## config.mk

```make
export PLATFORM = sky130hd
export DESIGN_NAME = wb_regfile
export DESIGN_NICKNAME = d
export VERILOG_FILES = /design/src/rtl/wb_regfile.sv
export SDC_FILE = /design/constraint.sdc
export NUM_CORES = 2
export LEC_CHECK = 0
export ABC_AREA = 1
export CAP_MARGIN = 20
export CORE_MARGIN = 3
export CORE_UTILIZATION = 25
export DETAILED_ROUTE_END_ITERATION = 8
export SLEW_MARGIN = 20
export SYNTH_ARGS = -nofsm -noshare
export SYNTH_HDL_FRONTEND = slang
export SYNTH_SLANG_ARGS = --single-unit
```

## constraint.sdc

```tcl
create_clock -name clk -period 3.8 [get_ports clk]
set_clock_uncertainty 0.1 [all_clocks]
set_input_delay 0.38 -clock clk [delete_from_list [all_inputs] [get_ports clk]]
set_output_delay 0.38 -clock clk [all_outputs]
set_load 0.1 [all_outputs]
```

## src/rtl/wb_regfile.sv

```systemverilog
// Writeback-stage register file: 32 general registers plus HI/LO, two combinational
// read ports with same-cycle write bypass, and a counter of committing writeback cycles.
module wb_regfile #(
    parameter int DATA_W = 32,
    parameter int ADDR_W = 5
) (
    input  logic              clk,
    input  logic              rst,
    input  logic [ADDR_W-1:0] wb_wd,
    input  logic              wb_wreg,
    input  logic [DATA_W-1:0] wb_wdata,
    input  logic [DATA_W-1:0] wb_hi,
    input  logic [DATA_W-1:0] wb_lo,
    input  logic              wb_whilo,
    input  logic              re1,
    input  logic [ADDR_W-1:0] raddr1,
    output logic [DATA_W-1:0] rdata1,
    input  logic              re2,
    input  logic [ADDR_W-1:0] raddr2,
    output logic [DATA_W-1:0] rdata2,
    output logic [DATA_W-1:0] hi_o,
    output logic [DATA_W-1:0] lo_o,
    output logic [31:0]       retire_cnt
);

    localparam int DEPTH = 2 ** ADDR_W;

    logic [DATA_W-1:0] regs [DEPTH];
    logic [DATA_W-1:0] hi_q;
    logic [DATA_W-1:0] lo_q;
    logic [31:0]       cnt_q;

    // Register 0 is never written, so it stays at its reset value of zero.
    always_ff @(posedge clk) begin
        if (rst) begin
            for (int i = 0; i < DEPTH; i++) begin
                regs[i] <= '0;
            end
        end else if (wb_wreg && (wb_wd != '0)) begin
            regs[wb_wd] <= wb_wdata;
        end
    end

    always_ff @(posedge clk) begin
        if (rst) begin
            hi_q <= '0;
            lo_q <= '0;
        end else if (wb_whilo) begin
            hi_q <= wb_hi;
            lo_q <= wb_lo;
        end
    end

    // A discarded write to register 0 still retires an instruction.
    always_ff @(posedge clk) begin
        if (rst) begin
            cnt_q <= '0;
        end else if (wb_wreg || wb_whilo) begin
            cnt_q <= cnt_q + 32'd1;
        end
    end

    always_comb begin
        rdata1 = '0;
        if (!rst && re1 && (raddr1 != '0)) begin
            if (wb_wreg && (raddr1 == wb_wd)) begin
                rdata1 = wb_wdata;
            end else begin
                rdata1 = regs[raddr1];
            end
        end
    end

    always_comb begin
        rdata2 = '0;
        if (!rst && re2 && (raddr2 != '0)) begin
            if (wb_wreg && (raddr2 == wb_wd)) begin
                rdata2 = wb_wdata;
            end else begin
                rdata2 = regs[raddr2];
            end
        end
    end

    assign hi_o       = hi_q;
    assign lo_o       = lo_q;
    assign retire_cnt = cnt_q;

endmodule

```

* Yosys cells after proc, flatten, opt, wreduce, memory -nomap -nowiden
Memory sizes are Yosys's and may differ from the RTL's.
Index checks and enable logic that the tools add are counted.
** Operators by class
- Reduce and logical (&&, ||, !) cells :: 13
- Mux-type cells :: 12
- $add $sub $neg :: 1
- Eq/ne operators :: 2
** Operators by type and width (number)
- two-way mux 32 bit :: 5
- adder 32 x 1 -> 32 bit, second input constant :: 1
- OR reduction 32 bit :: 1
- nonzero test 5 bit :: 3
- equality test 5 bit :: 2
- logical AND 1 bit :: 7
- two-way mux 1 bit :: 6
- two-way mux 5 bit :: 1
- zero test 1 bit :: 1
- logical OR 1 bit :: 1
** Word-level totals
- Bits in writable memories :: 1024
- Register bits after elaboration :: 96
- Output and inout bits :: 160
- Input bits :: 117
- Word-level logic and storage cells :: 32
- Memories :: 1
** Memory list
- regs :: depth 32, bits a word 32, read ports 2, clocked after memory_dff 0, write ports 32, RTL line 28 : logic [DATA_W-1:0] regs [DEPTH];

* Logic depth before layout (Yosys ltp)
- Depth in word-level cells :: 7
- Depth in mapped cells :: 13
- Mapped depth without buffers :: 11

* Least setup slack after synthesis
OpenSTA, ideal clock, no wires.
- Path kind :: input to output
- Start point :: input port raddr1[0]
- End point :: output port rdata1[25]
- Path buffers :: 4
- Required time :: 3320 ps
- Stages :: 11
- Slack :: 292 ps
- Arrival time :: 3028 ps
- Path through :: buf_2 inv_1 buf_2 buf_2 clkbuf_1 a21oi_1 nor2_1 nand2_1 nand3_1 nand3_1 a21oi_1
** Between the ends
- Longest elaborated chain between the ends :: 4
- Elaborated cells between the ends (all ways) :: 7
- Classes of those cells :: 1 x eq/ne; 2 x mux; 3 x reduce/logical; 1 x memory
** RTL lines
- start: declaration :: RTL line 16 : input logic [ADDR_W-1:0] raddr1,
- branches (longest 3 deep; another with memory read (32 x 32 bit))
- two-way mux 32 bit * :: RTL line 65 : if (!rst && re1 && (raddr1 != '0)) begin
- end: declaration :: RTL line 17 : output logic [DATA_W-1:0] rdata1,
Every way passes the cells marked *.

* Worst setup path in the final report
- Start point :: input port wb_wd[4]
- End point :: output port rdata1[6]
** Between the ends
- Longest elaborated chain between the ends :: 4
** RTL lines
- start: declaration :: RTL line 9 : input logic [ADDR_W-1:0] wb_wd,
- equality test 5 bit :: RTL line 66 : if (wb_wreg && (raddr1 == wb_wd)) begin
- logical AND 1 bit :: RTL line 66
- two-way mux 32 bit :: RTL line 66
- two-way mux 32 bit :: RTL line 65
No other way between the ends.

==> run_results.csv <==
group,metric,value,unit
clocking,clk_latency,0.77,ns
detailed_routing,routed_via_density,5.11,
layout,utilization,30.1,%
pwr,p_per_area,434,nW/um2
synth,ys_top_cells_by_count,"nand2_1, nor2_1, edfxtp_1",
die,start_util,25.1,%
synth,yosysTopAreaCellShare,50.2,%
synth,synth_area,61200,um2
synth,ys_ff_latch,1120,
sta,max_freq,275,MHz
global_route,grt_max_degree,121,
detailed_routing,drt_wl_total,243,mm
place,port_buffers,276,
die,die_area,251000,um2
global_route,first_global_vias,54300,
global_route,grt_overflow,0,
layout,syn2layout_area_growth,19.6,%
worst_setup_path,cp_data_arrival_time,3.15,ns
layout,regArea,32700,um2
detailed_routing,wire_per_inst,21.8,um
detailed_routing,ant_nets,0,
sta,hold_viol_final,0,
sta,rsz0062_at_grt,"false",
worst_hold_path,hp-class,"input pin to flip-flop",
clocking,cts_tree,"built",
outcome,status,"finished, final reports clean",
sta,fin_crit,3.63,ns
synth,ys_types,30,
global_route,antenna_found_initial,14,
synth,synth_top_area_cell,"edfxtp_1",
worst_setup_path,path_class,"input pin to output port",
sta,worst_pin_slew,1.07,ns
worst_setup_path,start_kind,"input pin",
place,gp_congestion,0.903,
synth,syn-mean-instance-area,7.87,um2
layout,nFillCells,25200,
clocking,cts.sinks,1120,
pwr,ir_worst_vdd,310,uV
clocking,postCtsSetupRepairBufs,0,
sta,fin_tns_setup,0,ns
worst_setup_path,critPathCaptureType,"output port",
detailed_routing,drc,0,
clocking,root_buffer,"clkbuf_16",
pwr,p_leak,29.2,nW
die,fp.dieH,501,um
die,core,243000,um2
sta,period_share,95.6,%
worst_hold_path,hold_depth,3,
sta,max_slew_margin,28.5,%
synth,synth_most_common_cell,"nand2_1",
global_route,grt_pass1_wl,355,mm
clocking,path_clk_slew,0.06,ns
synth,synth_edf_count,1024,
worst_setup_path,cp_max_fo,15,
flow_run,maxCapViolCount,0,
synth,synthCells,7780,
worst_setup_path,reg2reg_depth,9,
layout,drive_above_1_share,7.98,%
detailed_routing,drt_iter0_markers,7066,
clocking,cts_made_buffers,131,
global_route,grt_use_total,18.7,%
clocking,h-tree-depth,4,
die,die_w,501,um
worst_setup_path,cp_data_required_time,3.32,ns
synth,synthArstFlopShare,0,%
place,dpl.hpwl,156,mm
synth,ys_seq_area_share,53.4,%
layout,multiInputGateArea,24000,um2
sta,setup_viol,0,
detailed_routing,num_vias,57000,
synth,synthTopCellsByArea,"edfxtp_1, nand2_1, nor2_1, nand3_1, a21oi_1",
synth,ys.flop_type,"edfxtp_1",
clocking,clockBufferDepth,3,
sta,hold_ws,0.102,ns
layout,fin_nets,7958,
die,fp-row-count,181,
synth,yosys_warnings,0,
detailed_routing,drt_pass1_iterations,6,
sta,report.final.slew_viol_count,0,
die,io_pins,277,
[final cells by class]
| type | count | area share (%) |
|---|---|---|
| antenna | 5 | 0.0171 |
| clock buffer | 162 | 4.68 |
| clock inverter | 72 | 0.851 |
| inverter | 529 | 2.74 |
| multi-input combinational | 5511 | 32.8 |
| sequential | 1120 | 44.6 |
| tap | 3202 | 5.47 |
| timing repair buffer | 547 | 8.82 |
[flip-flops by register name, summed over array words and instances (netlist names)]
| name | flops |
|---|---|
| retire_cnt | 32 |
| regs | 1024 |
| hi_o | 32 |
| lo_o | 32 |
[layer usage]
layer	track usage [%]	up-vias	routed length (um)
met5	0	-	102
met4	9.80	14	13200
met3	4.31	655	26400
met2	30.1	3371	112000
met1	23.3	27200	91400
li1	-	25700	-
[per-stage QoR]
step           cells  cell area, um2  total power [W]  worst slack [ns]
6_report       11100           73200           0.0318             0.169
5_1_grt        11100           73200           0.0328           0.00247
4_1_cts        11100           73200           0.0319            0.0351
3_5_place_dp   10900           69200           0.0197           0.00654
3_3_place_gp   10900           69200           0.0196           -0.0175
2_1_floorplan   7811           61300           0.0175             0.292
[worst paths after layout]
path                         end           from  slack (ns)
hold / removal           lo_o[1]       wb_lo[1]        0.10
hold reg to reg    retire_cnt[0]  retire_cnt[0]        0.39
setup / recovery       rdata1[6]       wb_wd[4]        0.17
setup reg to reg  retire_cnt[25]  retire_cnt[3]        1.69
[report_power, final]
group | switching (W) | leakage [nW] | total, W | internal (W)
sequential | 0.000300 | 10.5 | 0.0144 | 0.0141
combinational | 0.00374 | 16.7 | 0.00512 | 0.00138
clock | 0.00544 | 1.96 | 0.0122 | 0.00681
total | 0.00948 | 29.2 | 0.0318 | 0.0223
[timing repair]
| action | in CTS | in global routing |
|---|---|---|
| setup endpoints to repair | 1 | 1 |
| hold buffers | 1 | 0 |
| hold endpoints to repair | 3 | 0 |
| gates resized for setup | 1 | 1 |
[worst max-delay path: stages]
cell             delay, ns
clkdlybuf4s50_1       0.57
inv_1                 0.24
o21ai_0               0.11
a21oi_1               0.38
nand3_4               0.38
buf_4                 0.36
a21oi_2               0.35
buf_4                 0.20
buf_12                0.17
[cell families (layout without fill, tap and decap cells)]
logic type / after synthesis / in the layout / share of synthesized area [%]
AND/OR/NAND/NOR: 4440 / 4440 / 29.3
buffers and inverters: 1180 / 1310 / 7.82
flip-flops: 1120 / 1120 / 53.4
AO/OA/AOI/OAI: 1038 / 1038 / 9.46
adder cells (fa/ha/maj): 1 / 1 / 0.0204
other: 1 / 37 / 0.00612
[cells in the final DEF, fill, tap and decap left out, drive strengths merged]
master,Yosys,layout
buf,255,345
or2,43,43
ha,1,1
nand2,2020,2020
a211oi,1,1
o21ai,335,335
conb,1,32
nand3,888,888
nor2,1449,1449
dfxtp,96,96
nor3,28,28
nand4,10,10
clkinv,3,61
bufinv,0,5
clkbuf,396,163
nand3b,1,1
a211o,1,1
clkdlybuf4s50,0,200
a21oi,463,463
clkinvlp,0,4
o21bai,1,1
inv,526,531
and3,1,1
diode,0,5
a221oi,1,1
edfxtp,1024,1024
a21boi,2,2
o22ai,6,6
dlygate4sd3,0,1
o211ai,228,228
(Power assumes the default switching activity.)
